`src/rtl/usb_fifo_responder.sv`:
```
// FT245-style sync FIFO stand-in facing usb_control: serves framed command packets
// on the read side and parses upstream packets (preamble, header, payload) on the write side.
module usb_fifo_responder #(
  parameter int PAYLOAD_LEN    = 492,
  parameter int BS_PACKETS     = 67,
  parameter int TXE_GAP_PERIOD = 0,
  parameter int TXE_GAP_LEN    = 4
) (
  input  logic         usb_clock,
  input  logic         reset,
  input  logic         n_RD,
  input  logic         n_OE,
  input  logic         n_WR,
  input  logic         n_SIWU,
  input  logic [7:0]   usb_data_in,
  output logic [7:0]   usb_data_out,
  output logic         usb_data_drive,
  output logic         n_RXF,
  output logic         n_TXE,
  input  logic         cmd_start,
  input  logic [191:0] cmd_header,
  output logic         cmd_busy,
  input  logic         tx_stall,
  output logic [7:0]   rx_byte,
  output logic         rx_byte_valid,
  output logic [8:0]   rx_byte_idx,
  output logic         pkt_done,
  output logic [1:0]   pkt_type,
  output logic [15:0]  pkt_fw,
  output logic         pkt_clip,
  output logic [7:0]   pkt_pn,
  output logic         pn_seq_err,
  output logic [15:0]  pkt_count,
  output logic [7:0]   err_count
);

  localparam logic [8:0]  LAST_IDX   = 9'(PAYLOAD_LEN - 1);
  localparam logic [7:0]  LAST_PN    = 8'(BS_PACKETS - 1);
  localparam logic [15:0] GAP_PERIOD = 16'(TXE_GAP_PERIOD);
  localparam logic [15:0] GAP_LEN    = 16'(TXE_GAP_LEN);

  typedef enum logic [1:0] {HUNT, HDR, DATA} state_t;

  function automatic logic [15:0] sat_inc16(input logic [15:0] v);
    return (v == 16'hFFFF) ? v : v + 16'd1;
  endfunction

  function automatic logic [7:0] sat_inc8(input logic [7:0] v);
    return (v == 8'hFF) ? v : v + 8'd1;
  endfunction

  logic [191:0] cmd_hdr;
  logic [4:0]   cmd_idx;
  logic [4:0]   hdr_k;
  logic         accept;
  logic [15:0]  acc_cnt, acc_cnt_next, gap_cnt, gap_cnt_next;
  state_t       state;
  logic [2:0]   pre_cnt, hdr_idx;
  logic [8:0]   data_idx;
  logic [23:0]  h_type;
  logic [15:0]  h_fw;
  logic         h_clip;
  logic [7:0]   h_pn, last_pn, pn_expect;
  logic         pn_valid;
  logic [1:0]   type_dec;

  assign usb_data_drive = !n_OE;
  assign accept         = !n_WR && !n_TXE;
  assign hdr_k          = cmd_idx - 5'd8;
  assign pn_expect      = (last_pn == LAST_PN) ? 8'd0 : last_pn + 8'd1;

  always_comb begin
    usb_data_out = 8'h00;
    if (cmd_busy) begin
      if (cmd_idx < 5'd7)       usb_data_out = 8'h55;
      else if (cmd_idx == 5'd7) usb_data_out = 8'hD5;
      else                      usb_data_out = cmd_hdr[(8'd191 - {hdr_k, 3'b000}) -: 8];
    end
  end

  always_comb begin
    type_dec = 2'd3;
    if (h_type == 24'h525830)      type_dec = 2'd1;
    else if (h_type == 24'h425330) type_dec = 2'd2;
  end

  // Gap scheduling is computed one step ahead so n_TXE rises right after the triggering byte
  always_comb begin
    acc_cnt_next = acc_cnt;
    gap_cnt_next = gap_cnt;
    if (gap_cnt != 16'd0) gap_cnt_next = gap_cnt - 16'd1;
    if (accept && GAP_PERIOD != 16'd0) begin
      if (acc_cnt == GAP_PERIOD - 16'd1) begin
        acc_cnt_next = 16'd0;
        gap_cnt_next = GAP_LEN;
      end else begin
        acc_cnt_next = acc_cnt + 16'd1;
      end
    end
  end

  always_ff @(posedge usb_clock) begin
    if (cmd_start && !cmd_busy) cmd_hdr <= cmd_header;
    if (accept && state == HDR) begin
      case (hdr_idx)
        3'd0:    h_type[23:16] <= usb_data_in;
        3'd1:    h_type[15:8]  <= usb_data_in;
        3'd2:    h_type[7:0]   <= usb_data_in;
        3'd3:    h_fw[15:8]    <= usb_data_in;
        3'd4:    h_fw[7:0]     <= usb_data_in;
        3'd5:    h_clip        <= usb_data_in[0];
        3'd6:    h_pn          <= usb_data_in;
        default: ;
      endcase
    end
  end

  always_ff @(posedge usb_clock or negedge reset) begin
    if (!reset) begin
      cmd_idx  <= 5'd0;
      cmd_busy <= 1'b0;
      n_RXF    <= 1'b1;
      n_TXE    <= 1'b1;
      acc_cnt  <= 16'd0;
      gap_cnt  <= 16'd0;
    end else begin
      n_TXE   <= tx_stall | (gap_cnt_next != 16'd0);
      acc_cnt <= acc_cnt_next;
      gap_cnt <= gap_cnt_next;
      if (cmd_start && !cmd_busy) begin
        cmd_idx  <= 5'd0;
        cmd_busy <= 1'b1;
        n_RXF    <= 1'b0;
      end else if (!n_RD && !n_OE && !n_RXF) begin
        if (cmd_idx == 5'd31) begin
          cmd_idx  <= 5'd0;
          cmd_busy <= 1'b0;
          n_RXF    <= 1'b1;
        end else begin
          cmd_idx <= cmd_idx + 5'd1;
        end
      end
    end
  end

  always_ff @(posedge usb_clock or negedge reset) begin
    if (!reset) begin
      state         <= HUNT;
      pre_cnt       <= 3'd0;
      hdr_idx       <= 3'd0;
      data_idx      <= 9'd0;
      rx_byte       <= 8'd0;
      rx_byte_valid <= 1'b0;
      rx_byte_idx   <= 9'd0;
      pkt_done      <= 1'b0;
      pkt_type      <= 2'd0;
      pkt_fw        <= 16'd0;
      pkt_clip      <= 1'b0;
      pkt_pn        <= 8'd0;
      pn_seq_err    <= 1'b0;
      pkt_count     <= 16'd0;
      err_count     <= 8'd0;
      last_pn       <= 8'd0;
      pn_valid      <= 1'b0;
    end else begin
      rx_byte_valid <= 1'b0;
      pkt_done      <= 1'b0;
      pn_seq_err    <= 1'b0;
      // A flush inside a packet means the controller sent a short packet
      if (!n_SIWU && state != HUNT) begin
        err_count <= sat_inc8(err_count);
        state     <= HUNT;
        pre_cnt   <= 3'd0;
      end else if (accept) begin
        case (state)
          HUNT: begin
            if (usb_data_in == 8'h55) begin
              pre_cnt <= (pre_cnt == 3'd7) ? 3'd7 : pre_cnt + 3'd1;
            end else if (usb_data_in == 8'hD5 && pre_cnt == 3'd7) begin
              state   <= HDR;
              hdr_idx <= 3'd0;
              pre_cnt <= 3'd0;
            end else begin
              if (pre_cnt != 3'd0) err_count <= sat_inc8(err_count);
              pre_cnt <= 3'd0;
            end
          end
          HDR: begin
            if (hdr_idx == 3'd7) begin
              state    <= DATA;
              data_idx <= 9'd0;
            end else begin
              hdr_idx <= hdr_idx + 3'd1;
            end
          end
          DATA: begin
            rx_byte       <= usb_data_in;
            rx_byte_valid <= 1'b1;
            rx_byte_idx   <= data_idx;
            if (data_idx == LAST_IDX) begin
              pkt_done  <= 1'b1;
              pkt_type  <= type_dec;
              pkt_fw    <= h_fw;
              pkt_clip  <= h_clip;
              pkt_pn    <= h_pn;
              pkt_count <= sat_inc16(pkt_count);
              state     <= HUNT;
              if (type_dec == 2'd2) begin
                if (pn_valid && h_pn != pn_expect) pn_seq_err <= 1'b1;
                last_pn  <= h_pn;
                pn_valid <= 1'b1;
              end
            end else begin
              data_idx <= data_idx + 9'd1;
            end
          end
          default: state <= HUNT;
        endcase
      end
    end
  end

endmodule
```
`config.mk`:
```
export PLATFORM = sky130hd
export DESIGN_NAME = usb_fifo_responder
export DESIGN_NICKNAME = d
export VERILOG_FILES = /design/src/rtl/usb_fifo_responder.sv
export SDC_FILE = /design/constraint.sdc
export NUM_CORES = 1
export LEC_CHECK = 0
export ABC_AREA = 1
export BUFFER_PORTS_ARGS = -buffer_cell sky130_fd_sc_hd__clkbuf_2
export CAP_MARGIN = 5
export CORE_ASPECT_RATIO = 1.75
export CORE_MARGIN = 2
export CORE_UTILIZATION = 35
export DETAILED_ROUTE_END_ITERATION = 8
export GPL_TIMING_DRIVEN = 0
export PLACE_DENSITY_LB_ADDON = 0.05
export SETUP_SLACK_MARGIN = 0.05
export SYNTH_ARGS = -nofsm -noshare
export SYNTH_HDL_FRONTEND = slang
export SYNTH_SLANG_ARGS = --single-unit
```
`constraint.sdc`:
```
create_clock -name usb_clock -period 5.7 [get_ports usb_clock]
set_clock_uncertainty 0.05 [all_clocks]
set_input_delay 0.285 -clock usb_clock [delete_from_list [all_inputs] [get_ports usb_clock]]
set_output_delay 0.285 -clock usb_clock [all_outputs]
set_load 0.01 [all_outputs]
```
==> run summary, run 1 <==
VDD IR max = 0.220 mV
Yosys reg bits = 362
Crit path kind = flip-flop to output port
Critical Path End Type = output port
Sw power = 1.49 mW
LEAKAGE = 9.09 nW
Hold WS = 0.0739 ns
Max Slew Vio Count = 0
Post-layout util = 0.477
Initial antenna violation count = 6
Count leader, synth = nand2_1
Slew HR = 0.203
Reg power frac = 0.485
Skew-Pair Late Insertion Delay = 0.54 ns
Post-route DRC = 0
Area contributors post-synth = edfxtp_1, dfrtp_1, nand2_1
M1 WL = 17,300 um
Crit path arrival time = 2.95 ns
Layout Nets = 2,205
Adder-Cell Fraction of Synth Area = 0.0177
Gr usage total = 0.208
Switch share = 0.242
Vias post-DR = 12,100
Cts repair resizes = 0
Drt first pass iters = 6
Via density = 4.70
Cell Area, Synth = 15,600 um^2
Area share of the largest cell type after synthesis = 0.465
Layout cells sized above 1 = 0.204
Tcrit/Tclk final = 0.577
Avg Cell Area, Syn = 10.7 um^2
HP Class = primary input to flip-flop
Post-synth EDFFs = 241
Metal2 WL = 27,200 um
CP Data Required Time = 5.37 ns
Htree depth = 2
Hold Buf Count CTS = 193
Area of the core = 44,000 um^2
Initial drt markers = 712
Synth Area in Compound Gates = 0.0838
PD cells = 294 nW/um^2
Fin. Hold Viols = 0
Netlist cell types = 49
Synth Flop Type = edfxtp_1
Crit path max fanout = 8
GRT overflow = 0
Cells after synthesis = 1,449
RSZ-0062 raised after global routing = false
Postcts setup bufs = 0
Run status = completed
Top layer in use = met5
Placed Area = 17,800 um^2
Top-Level Pins = 291
Largest family of logic cells by synthesized area = simple AND/OR/NAND/NOR gates
Reg clk slew, reported paths = 0.06 ns
Die height = 283 um
WL final = 48,100 um
Area leader, netlist = edfxtp_1
Global-route wire length before repair = 72,900 um
Number of buffers created by CTS = 38
Synth top cells by count = nand2_1, edfxtp_1, nor2_1
# setup viols final = 0
Area of the die = 46,300 um^2
Gate power share = 0.103
Initial core utilization = 0.354
Worst slew pin tran = 1.19 ns
Largest net degree at the start of global routing = 116
Die width = 163 um
FF/Latch Area = 10,300 um^2
Post-layout min period = 3.29 ns
Clk pwr share = 0.413
Clk sinks = 362
Post-DRT Antenna Nets = 0
Layout area overhead = 35.0%
Sequential share of the synthesized area = 0.659
Fill cells = 4,160
Bufs on Longest Clock Path = 3
Fin area = 21,000 um^2
FFs w/ async S/R, synth = 0.334
Rows = 102
Vias in the first global route = 12,800
CTS root buf = clkbuf_16
Post-synth net total = 1,679
Gpl congestion = 0.846
Multi-input logic area = 4650 um^2
Drt wl/cell = 18.6 um
CTS tree = yes
Simple-Gate Fraction of Synth Area = 0.178
Post-Synth XOR/XNOR Area = 0.0189
Pint = 4.68 mW
Post-DP HPWL = 35,000 um
Startpoint Class = flip-flop
Port bufs = 290
Max_cap viols = 0
Mux cell area share after synthesis = 0
Met3 wire len = 1970 um
Synthesis warning total = 0
Highest Clock Rate = 0.304 GHz
## metrics by stage
step	setup slack [ns]	instances	power (mW)	setup TNS, ns
floorplan	0.682	1449	3.31	0
global placement	-1.22	2311	3.57	-230.56
detailed placement	2.93	2314	3.58	0
CTS	2.33	2577	6.27	0
global route	2.26	2582	6.44	0
finish	2.41	2582	6.18	0
## layer usage
metal | GRT usage | vias to the layer above
met3 | 0.0319 | 70
met5 | 0 | -
li1 | - | 6007
met2 | 0.414 | 301
met4 | 0.0765 | 2
met1 | 0.213 | 5757
## sequential cells by signal, summed over array words and instances (netlist names), 2 cells and up
signal and cells:
last_pn 8, pkt_count 16, rx_byte_idx 9, h_type 24, hdr_idx 3, pre_cnt 3, pkt_type 2, data_idx 9
pkt_pn 8, err_count 8, gap_cnt 16, h_fw 16, pkt_fw 16, h_pn 8, rx_byte 8, cmd_idx 5
state 2, cmd_hdr 192
## final timing paths
path	startpoint	end	slack (ns)	depth (start not counted)
max in group asynchronous	reset	pkt_count[11]$_DFFE_PN0P_	4.65	3
min reg2reg	h_fw[13]$_DFFE_PP_	pkt_fw[13]$_DFFE_PN0P_	0.39	2
min in group asynchronous	reset	last_pn[4]$_DFFE_PN0P_	0.15	2
max	cmd_idx[3]$_DFFE_PN0P_	usb_data_out[5]	2.41	9
max reg2reg	cmd_busy$_DFFE_PN0P_	cmd_hdr[55]$_DFFE_PP_	3.14	4
min	n_WR	rx_byte_valid$_DFF_PN0_	0.07	4
## power by group through the flow
stage / clock, mW / combinational (mW) / sequential [mW]
after floorplan: 0 / 0.240 / 3.07
after global placement: 0 / 0.524 / 3.05
after detailed placement: 0 / 0.534 / 3.05
after CTS: 2.63 / 0.647 / 3.00
after global routing: 2.73 / 0.710 / 3.01
final: 2.55 / 0.635 / 2.99
## layout make-up
class | instances | area share
clock inverter | 18 | 0.00821
clock buffer | 52 | 0.0517
timing repair buffer | 486 | 0.164
sequential | 362 | 0.488
buffer | 49 | 0.0117
inverter | 110 | 0.0201
multi-input combinational | 928 | 0.221
antenna | 5 | 0.000595
tap | 572 | 0.0340
## cell families (layout without fill, tap and decap cells)
kind of cell | after synthesis | in the layout
other | 0 | 5
buffers and inverters | 159 | 715
adder cells (fa/ha/maj) | 22 | 22
AND/OR/NAND/NOR | 648 | 648
XOR/XNOR | 32 | 32
AO/OA/AOI/OAI | 226 | 226
flip-flops | 362 | 362
## worst max-delay path, stage by stage (launching register included)
cell and delay [ns]:
dfrtp_1 0.39, inv_1 0.11, ha_1 0.33, inv_1 0.05, nor2_1 0.71, o211ai_1 0.37, nand3_1 0.19, nand2_1 0.07
inv_1 0.06, clkbuf_2 0.12
## layout by cell type, fill, tap and decap left out, drive strengths merged, types with 8 or more instances in the layout
master,n
o211ai,39
nand4,11
o21ai,156
xor2,23
dlygate4sd3,193
buf,28
inv,110
nand2,287
dfrtp,119
nor3,23
a21oi,15
clkbuf,366
edfxtp,241
xnor2,8
nand3,77
ha,22
clkinv,12
nor2,232
Power figures use the tool's default switching activity.
==> run 2: changes to the inputs <==
Clock period 5.7 ns to 2.7 ns, I/O delays scaled along.
==> run 2 against run 1 <==
  * Critical path depth grew 1
  * Sequential cell count stayed put
  * Sequential power increased by 110%
  * Final cell count rose by 0.89%
  * Largest cell class unchanged
  * Design area is 2.4% higher
  * Non-clock buffer count increased by 24
==> run summary, run 2 (synthesized netlist as in run 1, its figures left out) <==
Run status = completed
Placed Area = 17,900 um^2
Top-Level Pins = 291
Non-filler cells, final = 2,605
Hold WS = 0.0391 ns
Clk sinks = 362
PD cells = 611 nW/um^2
CTS tree = yes
Switch share = 0.239
Via density = 4.72
Crit-path max cell delay = 0.42 ns
# setup viols final = 0
Die height = 283 um
Crit path max fanout = 10
Largest reg by FF count = cmd_hdr
Fin. Hold Viols = 0
CP delay by family, top = buffers and inverters
LEAKAGE = 9.31 nW
Layout Nets = 2,230
Initial drt markers = 695
Gate power share = 0.103
Startpoint Class = flip-flop
Rows = 102
Tcrit/Tclk final = 0.960
Critical Path End Type = output port
Layout area overhead = 38.3%
Top Registers = cmd_hdr x192, h_type x24
Sw power = 3.15 mW
Reg power frac = 0.480
Area of the core = 44,000 um^2
FF/Latch Area = 10,300 um^2
WL final = 48,700 um
Critical-path cell list = buf_6 > inv_4 > buf_6 > nor2_1 > o211ai_1 > nand3_1 > nand2_1 > nor2_1 > nor2_1 > buf_2
Gr usage total = 0.213
Htree depth = 2
Post-layout util = 0.489
VDD IR max = 0.518 mV
Gpl congestion = 0.842
RSZ-0062 raised after global routing = true
Max_cap viols = 0
Most frequent CP cell = nor2_1
Reg clk slew, reported paths = 0.06 ns
Highest Clock Rate = 0.386 GHz
Post-route DRC = 0
Clk pwr share = 0.417
Drt wl/cell = 18.7 um
Area of the die = 46,300 um^2
Inst Count DP = 2,317
Crit path kind = flip-flop to output port
CP Buf/Inv Count = 4
Slew HR = 0.191
Multi-input logic area = 4710 um^2
Global-route wire length before repair = 74,900 um
Fill cells = 4,112
Skew-Pair Late Insertion Delay = 0.54 ns
Max Slew Vio Count = 0
GRT overflow = 0
Vias post-DR = 12,300
CTS root buf = clkbuf_16
Die width = 163 um
Pint = 10.0 mW
Post-layout min period = 2.59 ns
Critical-path top delay cell = o211ai_1
Initial antenna violation count = 4
Drt first pass iters = 7
Post-DRT Antenna Nets = 0
Setup TNS = 0 ns
Bufs on Longest Clock Path = 3
Post-DP HPWL = 35,700 um
HP Class = primary input to async pin
Largest net degree at the start of global routing = 82
Initial core utilization = 0.354
Worst slew pin tran = 1.20 ns
Number of buffers created by CTS = 38
Max reg flops = 192
Most frequent cells in the layout = clkbuf_2, nand2_1, edfxtp_1
Commonest non-fill, non-tap cell in the layout = clkbuf_2
Layout cells sized above 1 = 0.226
Port bufs = 290
Fin area = 21,500 um^2
Vias in the first global route = 13,100
CP Data Required Time = 2.52 ns
Crit path arrival time = 2.41 ns
==> run 2: changes by cell type in the layout (fill, tap and decap cells not counted), sizes merged, moves of 2 or more <==
cell / change
buf: +19
clkbuf: -11
bufinv: +2
clkinv: +4
clkinvlp: +3
dlygate4sd3: +11
inv: -4
==> run 2: worst reg2reg max path, cell delays in order (launching register included) <==
cell and delay [ns]:
dfrtp_1 0.38, inv_2 0.18, nand2_4 0.13, clkinvlp_4 0.29, buf_12 0.26, buf_12 0.28, buf_12 0.27, buf_16 0.23
==> run 2: final timing paths <==
kind	startpoint	to	slack, ns	cells after the start
worst max-delay path	cmd_idx[0]$_DFFE_PN0P_	usb_data_out[2]	0.11	10
worst min-delay path	reset	pkt_pn[3]$_DFFE_PN0P_	0.04	2
worst max register to register	cmd_busy$_DFFE_PN0P_	cmd_hdr[24]$_DFFE_PP_	0.33	7
worst min register to register	h_fw[4]$_DFFE_PP_	pkt_fw[4]$_DFFE_PN0P_	0.39	2
max in group asynchronous	reset	n_TXE$_DFF_PN1_	1.75	3
min in group usb_clock	n_SIWU	state[1]$_DFFE_PN0P_	0.05	5
==> run 2: cell type report <==
class / instances / area share
flip-flops and latches: 362 / 0.477
multi-input cells: 928 / 0.219
repair buffers: 510 / 0.172
clock buffers: 47 / 0.0487
well taps: 572 / 0.0332
inverters: 110 / 0.0201
plain buffers: 49 / 0.0188
clock inverters: 22 / 0.0108
diodes: 4 / 0.000465
repair inverters: 1 / 0.000232
==> run 2: power groups by stage <==
stage	Combinational [mW]	Sequential [mW]	Clock (mW)
3_5_place_dp	1.13	6.44	0
6_report	1.35	6.32	5.49
4_1_cts	1.38	6.33	5.65
3_3_place_gp	1.11	6.44	0
2_1_floorplan	0.506	6.48	0
5_1_grt	1.54	6.35	5.84
==> run 2: layer usage <==
layer  up-vias  wire, um  part of all wire  GRT usage
met2       311     27900              0.57      0.427
met5         -         0                 0          0
li1       6064         -                 -          -
met3        73      1800             0.037     0.0293
met1      5837     17600              0.36      0.220
met4         0      1440             0.029     0.0671
==> run 2: metrics by stage <==
stage,setup WS [ns],power [mW]
detailed placement,0.0920,7.57
global placement,-2.62,7.55
global route,-0.0212,13.7
CTS,0.0268,13.4
floorplan,-1.17,6.99
finish,0.109,13.2
==> run 2: what timing repair did <==
item / 4_1_cts / 5_1_grt
endpoints found under the hold margin: 370 / 0
pin swaps: 8 / 8
endpoints found under the setup margin: 8 / 32
gates cloned: 0 / 1
hold buffers: 204 / 0
gates resized for setup: 73 / 28
buffers inserted: 5 / 4
